## src/rtl/backend_pkg.sv

```systemverilog
// Shared backend definitions: ROB state encodings, the hardwired-zero register index
// and the default widths used by the alias table.
package backend_pkg;
  typedef enum logic [1:0] {
    ISSUED    = 2'd0,
    EXECUTED  = 2'd1,
    WROTE     = 2'd2,
    COMMITTED = 2'd3
  } rob_state_e;

  localparam int ARCH_ZERO          = 0;
  localparam int DEF_ROB_ENTRY      = 4;
  localparam int DEF_ARCH_ENTRY     = 32;
  localparam int DEF_DATA_WIDTH     = 32;
  localparam int DEF_ROB_ENTRY_LOG2 = $clog2(DEF_ROB_ENTRY);
  localparam int DEF_ARCH_LOG2      = $clog2(DEF_ARCH_ENTRY);
endpackage

```

## src/rtl/register_alias_table_if.sv

```systemverilog
// Commit, rename and operand-lookup signals between the ROB/issuer (master)
// and the register alias table (slave).
interface register_alias_table_if
  import backend_pkg::*;
#(
  parameter int ROB_ENTRY_LOG2  = DEF_ROB_ENTRY_LOG2,
  parameter int ARCH_ENTRY_LOG2 = DEF_ARCH_LOG2,
  parameter int DATA_WIDTH      = DEF_DATA_WIDTH
);
  logic                       cdb_isr_request;
  logic                       cdb_isr_grant;
  logic [ARCH_ENTRY_LOG2-1:0] cdb_isr_arch_id;
  logic [ROB_ENTRY_LOG2-1:0]  cdb_isr_id;
  logic [DATA_WIDTH-1:0]      cdb_isr_data;
  logic                       rat_register_request;
  logic [ARCH_ENTRY_LOG2-1:0] rat_register_arch_id;
  logic [ROB_ENTRY_LOG2-1:0]  rat_register_alias;
  logic                       rat_register_remove;
  logic                       commit_hold;
  logic                       rat_flush;
  logic [ARCH_ENTRY_LOG2-1:0] rs1_arch_id, rs2_arch_id;
  logic                       rs1_ready, rs2_ready;
  logic [DATA_WIDTH-1:0]      rs1_data, rs2_data;
  logic [ROB_ENTRY_LOG2-1:0]  rs1_alias, rs2_alias;
  logic [31:0]                retire_count;

  modport master (
    output cdb_isr_request, cdb_isr_arch_id, cdb_isr_id, cdb_isr_data,
           rat_register_request, rat_register_arch_id, rat_register_alias,
           rat_register_remove, commit_hold, rat_flush, rs1_arch_id, rs2_arch_id,
    input  cdb_isr_grant, rs1_ready, rs2_ready, rs1_data, rs2_data,
           rs1_alias, rs2_alias, retire_count
  );

  modport slave (
    input  cdb_isr_request, cdb_isr_arch_id, cdb_isr_id, cdb_isr_data,
           rat_register_request, rat_register_arch_id, rat_register_alias,
           rat_register_remove, commit_hold, rat_flush, rs1_arch_id, rs2_arch_id,
    output cdb_isr_grant, rs1_ready, rs2_ready, rs1_data, rs2_data,
           rs1_alias, rs2_alias, retire_count
  );
endinterface

```

## src/rtl/register_alias_table_lookup.sv

```systemverilog
// One source-operand lookup: committed value, same-cycle commit bypass, or the
// ROB tag the issuer must wait on.
module rat_lookup_port
  import backend_pkg::*;
#(
  parameter int ARCH_ENTRY      = DEF_ARCH_ENTRY,
  parameter int DATA_WIDTH      = DEF_DATA_WIDTH,
  parameter int ROB_ENTRY_LOG2  = DEF_ROB_ENTRY_LOG2,
  parameter int ARCH_ENTRY_LOG2 = DEF_ARCH_LOG2
) (
  input  logic [ARCH_ENTRY_LOG2-1:0]                 rs_i,
  input  logic [ARCH_ENTRY-1:0]                      busy_i,
  input  logic [ARCH_ENTRY-1:0][ROB_ENTRY_LOG2-1:0]  alias_i,
  input  logic [ARCH_ENTRY-1:0][DATA_WIDTH-1:0]      regs_i,
  input  logic                                       commit_fire_i,
  input  logic [ARCH_ENTRY_LOG2-1:0]                 commit_arch_i,
  input  logic [ROB_ENTRY_LOG2-1:0]                  commit_id_i,
  input  logic [DATA_WIDTH-1:0]                      commit_data_i,
  output logic                                       ready_o,
  output logic [DATA_WIDTH-1:0]                      data_o,
  output logic [ROB_ENTRY_LOG2-1:0]                  alias_o
);
  always_comb begin
    ready_o = 1'b1;
    data_o  = '0;
    alias_o = '0;
    if (rs_i == ARCH_ENTRY_LOG2'(ARCH_ZERO)) begin
      ready_o = 1'b1;
    end else if (commit_fire_i && commit_arch_i == rs_i && busy_i[rs_i] &&
                 alias_i[rs_i] == commit_id_i) begin
      data_o = commit_data_i;
    end else if (busy_i[rs_i]) begin
      ready_o = 1'b0;
      alias_o = alias_i[rs_i];
    end else begin
      data_o = regs_i[rs_i];
    end
  end
endmodule

```

## src/rtl/register_alias_table.sv

```systemverilog
// Architectural register file with per-register alias records; accepts renames from
// the ROB tail, in-order commits from the ROB head, and serves two operand lookups.
module register_alias_table
  import backend_pkg::*;
#(
  parameter int ROB_ENTRY       = DEF_ROB_ENTRY,
  parameter int ARCH_ENTRY      = DEF_ARCH_ENTRY,
  parameter int DATA_WIDTH      = DEF_DATA_WIDTH,
  parameter int ROB_ENTRY_LOG2  = $clog2(ROB_ENTRY),
  parameter int ARCH_ENTRY_LOG2 = $clog2(ARCH_ENTRY)
) (
  input logic                    CLK,
  input logic                    RST,
  register_alias_table_if.slave  bus
);
  logic [ARCH_ENTRY-1:0][DATA_WIDTH-1:0]     regs_q, regs_d;
  logic [ARCH_ENTRY-1:0]                     busy_q, busy_d;
  logic [ARCH_ENTRY-1:0][ROB_ENTRY_LOG2-1:0] alias_q, alias_d;
  logic [31:0]                               retire_q, retire_d;
  logic                                      commit_fire;

  assign bus.cdb_isr_grant = bus.cdb_isr_request & ~bus.commit_hold & ~bus.rat_flush & ~RST;
  assign commit_fire       = bus.cdb_isr_request & bus.cdb_isr_grant;
  assign bus.retire_count  = retire_q;

  // Statement order sets priority: commit clear, then flush, then rename wins.
  always_comb begin
    regs_d   = regs_q;
    busy_d   = busy_q;
    alias_d  = alias_q;
    retire_d = retire_q;
    if (commit_fire) begin
      if (bus.cdb_isr_arch_id != ARCH_ENTRY_LOG2'(ARCH_ZERO))
        regs_d[bus.cdb_isr_arch_id] = bus.cdb_isr_data;
      if (busy_q[bus.cdb_isr_arch_id] && alias_q[bus.cdb_isr_arch_id] == bus.cdb_isr_id)
        busy_d[bus.cdb_isr_arch_id] = 1'b0;
      retire_d = retire_q + 32'd1;
    end
    if (bus.rat_flush)
      busy_d = '0;
    if (bus.rat_register_request && bus.rat_register_arch_id != ARCH_ENTRY_LOG2'(ARCH_ZERO)) begin
      busy_d[bus.rat_register_arch_id]  = 1'b1;
      alias_d[bus.rat_register_arch_id] = bus.rat_register_alias;
    end
  end

  always_ff @(posedge CLK) begin
    if (RST) begin
      regs_q   <= '0;
      busy_q   <= '0;
      alias_q  <= '0;
      retire_q <= '0;
    end else begin
      regs_q   <= regs_d;
      busy_q   <= busy_d;
      alias_q  <= alias_d;
      retire_q <= retire_d;
    end
  end

  logic [1:0][ARCH_ENTRY_LOG2-1:0] rs_id;
  logic [1:0]                      rs_ready;
  logic [1:0][DATA_WIDTH-1:0]      rs_data;
  logic [1:0][ROB_ENTRY_LOG2-1:0]  rs_alias;

  assign rs_id[0] = bus.rs1_arch_id;
  assign rs_id[1] = bus.rs2_arch_id;

  for (genvar p = 0; p < 2; p++) begin : g_port
    rat_lookup_port #(
      .ARCH_ENTRY(ARCH_ENTRY), .DATA_WIDTH(DATA_WIDTH),
      .ROB_ENTRY_LOG2(ROB_ENTRY_LOG2), .ARCH_ENTRY_LOG2(ARCH_ENTRY_LOG2)
    ) u_lookup (
      .rs_i(rs_id[p]), .busy_i(busy_q), .alias_i(alias_q), .regs_i(regs_q),
      .commit_fire_i(commit_fire), .commit_arch_i(bus.cdb_isr_arch_id),
      .commit_id_i(bus.cdb_isr_id), .commit_data_i(bus.cdb_isr_data),
      .ready_o(rs_ready[p]), .data_o(rs_data[p]), .alias_o(rs_alias[p])
    );
  end

  assign bus.rs1_ready = rs_ready[0];
  assign bus.rs2_ready = rs_ready[1];
  assign bus.rs1_data  = rs_data[0];
  assign bus.rs2_data  = rs_data[1];
  assign bus.rs1_alias = rs_alias[0];
  assign bus.rs2_alias = rs_alias[1];

  // The ROB must see exactly the commit handshake the table accepted.
  commit_remove_match: assert property (@(posedge CLK) disable iff (RST)
    bus.rat_register_remove == commit_fire);
endmodule

```

## src/flat_wrapper.sv

```systemverilog
// flat-port wrapper written by rule: the top's interface ports become plain ports
module register_alias_table_flat import backend_pkg::*;
#(
  parameter int ROB_ENTRY       = DEF_ROB_ENTRY,
  parameter int ARCH_ENTRY      = DEF_ARCH_ENTRY,
  parameter int DATA_WIDTH      = DEF_DATA_WIDTH,
  parameter int ROB_ENTRY_LOG2  = $clog2(ROB_ENTRY),
  parameter int ARCH_ENTRY_LOG2 = $clog2(ARCH_ENTRY)
)
  (CLK, RST, bus_cdb_isr_request, bus_cdb_isr_arch_id, bus_cdb_isr_id, bus_cdb_isr_data, bus_rat_register_request, bus_rat_register_arch_id, bus_rat_register_alias, bus_rat_register_remove, bus_commit_hold, bus_rat_flush, bus_rs1_arch_id, bus_rs2_arch_id, bus_cdb_isr_grant, bus_rs1_ready, bus_rs2_ready, bus_rs1_data, bus_rs2_data, bus_rs1_alias, bus_rs2_alias, bus_retire_count);
  register_alias_table_if #(.ROB_ENTRY_LOG2(ROB_ENTRY_LOG2), .ARCH_ENTRY_LOG2(ARCH_ENTRY_LOG2), .DATA_WIDTH(DATA_WIDTH)) bus_i ();
  input logic CLK;
  input logic RST;
  input wire logic [$bits(bus_i.cdb_isr_request)-1:0] bus_cdb_isr_request;
  input wire logic [$bits(bus_i.cdb_isr_arch_id)-1:0] bus_cdb_isr_arch_id;
  input wire logic [$bits(bus_i.cdb_isr_id)-1:0] bus_cdb_isr_id;
  input wire logic [$bits(bus_i.cdb_isr_data)-1:0] bus_cdb_isr_data;
  input wire logic [$bits(bus_i.rat_register_request)-1:0] bus_rat_register_request;
  input wire logic [$bits(bus_i.rat_register_arch_id)-1:0] bus_rat_register_arch_id;
  input wire logic [$bits(bus_i.rat_register_alias)-1:0] bus_rat_register_alias;
  input wire logic [$bits(bus_i.rat_register_remove)-1:0] bus_rat_register_remove;
  input wire logic [$bits(bus_i.commit_hold)-1:0] bus_commit_hold;
  input wire logic [$bits(bus_i.rat_flush)-1:0] bus_rat_flush;
  input wire logic [$bits(bus_i.rs1_arch_id)-1:0] bus_rs1_arch_id;
  input wire logic [$bits(bus_i.rs2_arch_id)-1:0] bus_rs2_arch_id;
  output wire logic [$bits(bus_i.cdb_isr_grant)-1:0] bus_cdb_isr_grant;
  output wire logic [$bits(bus_i.rs1_ready)-1:0] bus_rs1_ready;
  output wire logic [$bits(bus_i.rs2_ready)-1:0] bus_rs2_ready;
  output wire logic [$bits(bus_i.rs1_data)-1:0] bus_rs1_data;
  output wire logic [$bits(bus_i.rs2_data)-1:0] bus_rs2_data;
  output wire logic [$bits(bus_i.rs1_alias)-1:0] bus_rs1_alias;
  output wire logic [$bits(bus_i.rs2_alias)-1:0] bus_rs2_alias;
  output wire logic [$bits(bus_i.retire_count)-1:0] bus_retire_count;
  assign bus_i.cdb_isr_request = bus_cdb_isr_request;
  assign bus_i.cdb_isr_arch_id = bus_cdb_isr_arch_id;
  assign bus_i.cdb_isr_id = bus_cdb_isr_id;
  assign bus_i.cdb_isr_data = bus_cdb_isr_data;
  assign bus_i.rat_register_request = bus_rat_register_request;
  assign bus_i.rat_register_arch_id = bus_rat_register_arch_id;
  assign bus_i.rat_register_alias = bus_rat_register_alias;
  assign bus_i.rat_register_remove = bus_rat_register_remove;
  assign bus_i.commit_hold = bus_commit_hold;
  assign bus_i.rat_flush = bus_rat_flush;
  assign bus_i.rs1_arch_id = bus_rs1_arch_id;
  assign bus_i.rs2_arch_id = bus_rs2_arch_id;
  assign bus_cdb_isr_grant = bus_i.cdb_isr_grant;
  assign bus_rs1_ready = bus_i.rs1_ready;
  assign bus_rs2_ready = bus_i.rs2_ready;
  assign bus_rs1_data = bus_i.rs1_data;
  assign bus_rs2_data = bus_i.rs2_data;
  assign bus_rs1_alias = bus_i.rs1_alias;
  assign bus_rs2_alias = bus_i.rs2_alias;
  assign bus_retire_count = bus_i.retire_count;
  register_alias_table #(.ROB_ENTRY(ROB_ENTRY), .ARCH_ENTRY(ARCH_ENTRY), .DATA_WIDTH(DATA_WIDTH), .ROB_ENTRY_LOG2(ROB_ENTRY_LOG2), .ARCH_ENTRY_LOG2(ARCH_ENTRY_LOG2)) u_core (.CLK(CLK), .RST(RST), .bus(bus_i));
endmodule
```

## config.mk

```make
export PLATFORM = sky130hd
export DESIGN_NAME = register_alias_table_flat
export DESIGN_NICKNAME = d
export VERILOG_FILES = /design/src/rtl/backend_pkg.sv /design/src/rtl/register_alias_table_if.sv /design/src/rtl/register_alias_table_lookup.sv /design/src/rtl/register_alias_table.sv /design/src/flat_wrapper.sv
export SDC_FILE = /design/constraint.sdc
export NUM_CORES = 2
export LEC_CHECK = 0
export CORE_MARGIN = 2
export CORE_UTILIZATION = 60
export DETAILED_ROUTE_END_ITERATION = 6
export PLACE_DENSITY = 0.83
export SETUP_SLACK_MARGIN = 0.5
export SLEW_MARGIN = 40
export SYNTH_ARGS = -nofsm -noshare
export SYNTH_HDL_FRONTEND = slang
export SYNTH_HIERARCHICAL = 1
export SYNTH_SLANG_ARGS = --single-unit
```

## constraint.sdc

```tcl
create_clock -name CLK -period 5.65 [get_ports CLK]
set_input_delay 1.13 -clock CLK [delete_from_list [all_inputs] [get_ports CLK]]
set_output_delay 1.13 -clock CLK [all_outputs]
set_load 0.05 [all_outputs]
```

======== Word level (Yosys, flattened, before mapping) ========
Index checks and enable logic that the tools add are counted.
storage, ports and cells
  logic and storage cells ................. 151
  output and inout bits ................... 103
  memories kept ........................... 0
  ROM bits ................................ 0
  register bits ........................... 1,152
  input port bits ......................... 63
  memory bits (writable) .................. 0
  bits in latches ......................... 0
cells by class
  multipliers ............................. 0
  bitwise logic cells ..................... 10
  order comparisons ....................... 6
  reduce and logical (&&, ||, !) cells .... 15
  equal/unequal tests ..................... 5
  add/sub/neg operators ................... 1
  div/mod/pow operators ................... 0
  muxes and demuxes ....................... 48
  shift-type cells ........................ 0
operators by type and width
  cell                   count
  $bwmux 1024            1
  $mux 32                13
  $bmux 32 s5            2
  $demux 32 s5           1
  $bwmux 64              1
  $add 32x1->32 const B  1
  $and 32x32->32         1
  $not 32->32            1
  $or 32x32->32          1
  $bmux 2 s5             3
  $lt 5x6->1 const B     4
  $mux 2                 10
  $bmux 1 s5             3
  $mux 1                 11
  $demux 1 s5            2
  $demux 2 s5            1
  $eq 5x5->1             2
  $ge 5x1->1 const B     2
  $logic_and 1x1->1      10
  $logic_not 5->1        2
  $reduce_bool 5->1      2
  $eq 2x2->1             3
  $and 1x1->1            4
  $not 1->1              3
  $reduce_and 2->1       1

======== Logic depth before layout (Yosys ltp) ========
  depth in word-level cells ............... 11
  depth in mapped cells ................... 10

======== Hierarchy ========
The synthesis kept the hierarchy.
modules (own cells, without submodules)
  module                cells each  times used  area each (um^2)
  register_alias_table  5,203       1           41,217.0
  rat_lookup_port       557         2           9,359.0

======== Worst setup path before layout ========
Ideal clock, no wire load.
  kind .................................... input -> output
  start point ............................. input bus_rs1_arch_id[2]
  end point ............................... output bus_rs1_alias[0]
  cell stages on the path ................. 8
  path slack .............................. 52 ps
  arrival time ............................ 4,468 ps
  cells stage by stage .................... buf_2 > clkbuf_1 > mux4_2 > mux4_2 > mux2i_1 > xor2_1 > nand4_2 > nor4bb_1
between the ends
  longest elaborated chain between the ends .. 6
  elaborated cells on any way between the ends .. 13
  those cells by class .................... eq/ne (2); mux (7); reduce/logical (4)
ends and longest elaborated chain
  element                                                 RTL line                                                              text
  from (decl)                                             flat_wrapper.sv:24                                                    input wire logic [$bits(bus_i.rs1_arch_id)-1:0] bus_rs1_arch_id;
  $bmux 2 s5 (tied with other cells)                      register_alias_table_lookup.sv:30, register_alias_table_lookup.sv:34
  $mux 2 (implied by the code) (tied with other cells)    register_alias_table_lookup.sv:30, register_alias_table_lookup.sv:34
  $eq 2x2->1 / $logic_and 1x1->1 (equally long branches)  register_alias_table_lookup.sv:30, register_alias_table_lookup.sv:29
  $logic_and 1x1->1                                       register_alias_table_lookup.sv:29                                     end else if (commit_fire_i && commit_arch_i == rs_i && busy_i[rs_i] &&
  $mux 2                                                  register_alias_table_lookup.sv:29
  $mux 2 *                                                register_alias_table_lookup.sv:27                                     if (rs_i == ARCH_ENTRY_LOG2'(ARCH_ZERO)) begin
  to (decl)                                               flat_wrapper.sv:31                                                    output wire logic [$bits(bus_i.rs1_alias)-1:0] bus_rs1_alias;
Every way passes the cells marked *; elsewhere a longest branch is shown, timed or not. The select of a mux whose other input is x is not followed.

======== Worst setup path in the final report ========
  start point ............................. input bus_rs1_arch_id[1]
  end point ............................... output bus_rs1_data[16]
between the ends
  longest elaborated chain between the ends .. 6
  elaborated cells on any way between the ends .. 15
  those cells by class .................... eq/ne (2); mux (9); reduce/logical (4)
ends and longest elaborated chain
  element                                                 RTL line                                                              text
  $bmux 2 s5 (tied with other cells)                      register_alias_table_lookup.sv:30                                     alias_i[rs_i] == commit_id_i) begin
  $mux 2 (implied by the code) (tied with other cells)    register_alias_table_lookup.sv:30
  $eq 2x2->1 / $logic_and 1x1->1 (equally long branches)  register_alias_table_lookup.sv:30, register_alias_table_lookup.sv:29
  $logic_and 1x1->1                                       register_alias_table_lookup.sv:29
  $mux 32                                                 register_alias_table_lookup.sv:29
  $mux 32 *                                               register_alias_table_lookup.sv:27
  to (decl)                                               flat_wrapper.sv:29                                                    output wire logic [$bits(bus_i.rs1_data)-1:0] bus_rs1_data;
Marks and branches as above.

==> impl_metrics.json <==
{
  "first_pass_iters": 7,
  "slowest_stage": "mux4_2",
  "grt_use_total_pct": 42.2,
  "cts_setup_buffers": 0,
  "rrSetupSlack_ns": 2.95,
  "synth_common_cells": "nand2_1 (2081), dfxtp_1 (1152), a21oi_1 (1047)",
  "rsz0062_at_grt": "false",
  "multi_input_area_um2": 34500,
  "crit_buf_inv": 4,
  "syn-cell-area_um2": 59900,
  "worstHoldEndpoint": "u_core/regs_q[839]$_SDFFE_PP0P_",
  "cts-buffers-inserted": 116,
  "final-seq-area_um2": 23100,
  "synth_top_area_share_pct": 38.5,
  "vias": 55400,
  "chipHeight_um": 320,
  "hold_viol": 0,
  "grt_pass1_vias": 54200,
  "yosysSeqAreaShare_pct": 38.5,
  "worstSetupPathType": "input port to output pin",
  "yosysUniqueCellTypes": 51,
  "yosysWarningCount": 6,
  "rows": 115,
  "critPathTopFamily": "multiplexers",
  "io_pins": 166,
  "fmax_mhz": 194,
  "port-buffer-count": 164,
  "viasPerCell": 7.34,
  "setup_viol": 0,
  "final_util_pct": 68.8,
  "overflow": 0,
  "crit_path_start_kind": "input port",
  "cp.required_ns": 4.52,
  "setup_tns_ns": 0,
  "place_area_um2": 63400,
  "hold_class": "flip-flop to flip-flop",
  "violations": "DRC",
  "yosysMostFrequentCell": "nand2_1",
  "path_clk_slew_ns": 0.06,
  "p_per_area_nw_per_um2": 264,
  "wl_per_cell_um": 29.4,
  "critPathMaxFanout": 15,
  "fin_crit_sh_pct": 91.0,
  "synthesis.nets": 6381,
  "drive_above_1_share_pct": 21.6,
  "gp_congestion": 0.936,
  "endpoint_kind": "output pin",
  "die_w_um": 320,
  "grt_pass1_wl_mm": 325,
  "worstPathArrival_ns": 4.01,
  "grt_max_degree": 147,
  "syn_area_per_cell_um2": 9.49,
  "die_area_um2": 102000,
  "dr.first_iter.drc_count": 11500,
  "r2r_end": "u_core/busy_q[1]$_SDFF_PP0_",
  "area_growth_pct": 13.3,
  "route.detailed.drc": 193,
  "finalNetCount": 6225,
  "async_flop_share_pct": 0,
  "reg2reg_depth": 8,
  "cts_root_buffer": "clkbuf_16",
  "synthCells": 6317,
  "cap_violations": 0,
  "nFillCells": 6534,
  "synthFlopType": "dfxtp_1",
  "cts.htree.levels": 3,
  "clock_latency_ns": 0.77,
  "relSlewSlack_pct": 37.6,
  "hold_path.startpoint": "u_core/regs_q[839]$_SDFFE_PP0P_",
  "start_util_pct": 60.7,
  "cp_cell_sequence": "clkbuf_16 > mux4_2 > mux4_2 > mux2i_2 > xor2_1 > nand4_4 > buf_4 > buf_4 > o32ai_2 > buf_6",
  "finalInstanceArea_um2": 67900,
  "cts_tree": "yes",
  "fin_crit_ns": 5.14,
  "cts.sinks": 1152,
  "slowest_delay_ns": 0.52,
  "ys_top_cells_by_area": "dfxtp_1 (38%), mux4_2 (27%), nand2_1 (13%)",
  "antenna_found_initial": 3,
  "p_leak_nw": 22.0,
  "core_area_um2": 98700,
  "clock_path_buffers": 3,
  "totalWireLength_mm": 222,
  "worst_pin_slew_ns": 0.932,
  "status": "complete, but fails checks",
  "synth_area_leader_cell": "dfxtp_1",
  "finClkSkew_ns": 0.0304,
  "synth_edf_count": 0,
  "maxSlewViolCount": 0,
  "synth-seq-cells": 1152,
  "rr_startpoint": "u_core/busy_q[8]$_SDFF_PP0_",
  "ir_drop_v": 0.000287,
  "dpl.hpwl_mm": 125,
  "holdPathStages": 2,
  "ant_nets": 0
}
## where the power goes
group          total [mW]  switching (mW)  internal (mW)
Clock                8.56            3.57           4.99
Sequential           8.15          0.0136           8.13
Combinational        1.19           0.803          0.387
Total                17.9            4.39           13.5
## cells by family (layout without fill, tap and decap cells)
kind of cell | count (synthesis) | in the layout | synth area share (%)
other cells | 0 | 5 | 0
compound gates | 1187 | 1187 | 11.5
fa+ha+maj | 1 | 1 | 0.0209
simple gates | 2391 | 2391 | 15.8
buf+inv | 703 | 642 | 4.77
flops | 1152 | 1152 | 38.5
mux | 844 | 844 | 28.9
xor+xnor | 39 | 39 | 0.570
## per-layer routing
metal	share of wire (%)	vias up	track usage [%]
met1	31	26100	49.7
met5	0.062	-	0.426
met4	10	10	34.4
met3	17	1756	16.9
met2	42	5463	60.7
li1	-	22000	-
## registers in the layout (all words and copies together) (netlist names)
signal / count
u_core/alias_q: 64
u_core/regs_q: 1024
u_core/bus.retire_count: 32
u_core/busy_q: 32
## cells in the final DEF, fill, tap and decap left out, types with 43 or more instances in the layout
master,instances
inv_1,66
nor2b_1,43
mux4_2,708
o32ai_2,60
nor2_1,102
clkdlybuf4s50_1,80
dfxtp_1,1152
clkbuf_16,117
mux2i_1,127
a21oi_1,1047
buf_12,91
nand3_1,53
buf_4,166
nand2_1,2054
## cell type report
class                      instances  share of cell area [%]
inverter                          67                   0.370
sequential                      1152                    34.0
clock buffer                     161                    4.94
multi-input combinational       4462                    50.8
antenna                            5                  0.0184
tap                             1287                    2.37
timing repair buffer             362                    6.29
clock inverter                    52                    1.26
## tightest hold or removal path, cell delays in order (launching register included)
cell     delay (ns)
dfxtp_1        0.31
nand2_1        0.05
a21oi_1        0.05
## how the worst max path moves through the flow
| stage | to | cells after the start | start |
|---|---|---|---|
| CTS | bus_rs1_data[9] | 10 | bus_rs1_arch_id[1] |
| global route | bus_rs2_data[16] | 8 | bus_rs2_arch_id[1] |
| floorplan | bus_rs1_alias[0] | 8 | bus_rs1_arch_id[2] |
| finish | bus_rs1_data[16] | 10 | bus_rs1_arch_id[1] |
| detailed placement | bus_rs2_alias[1] | 10 | bus_rs2_arch_id[1] |
| global placement | bus_rs2_alias[1] | 10 | bus_rs2_arch_id[1] |
## stage by stage
stage / hold slack [ns] / cells / setup WS, ns / total power, mW
global placement: 0.445 / 7321 / 0.273 / 9.44
floorplan: 0.433 / 6317 / 0.0522 / 9.10
global route: 0.481 / 7543 / 0.503 / 18.2
CTS: 0.465 / 7540 / 0.469 / 17.8
detailed placement: 0.456 / 7326 / 0.167 / 9.46
finish: 0.464 / 7548 / 0.507 / 17.9
## timing repair
action,in CTS,in global routing
hold buffers,0,0
endpoints found under the setup margin,48,41
pin swaps,1,1
gates resized for setup,12,15
cloned,1,1
(Power assumes the default switching activity.)
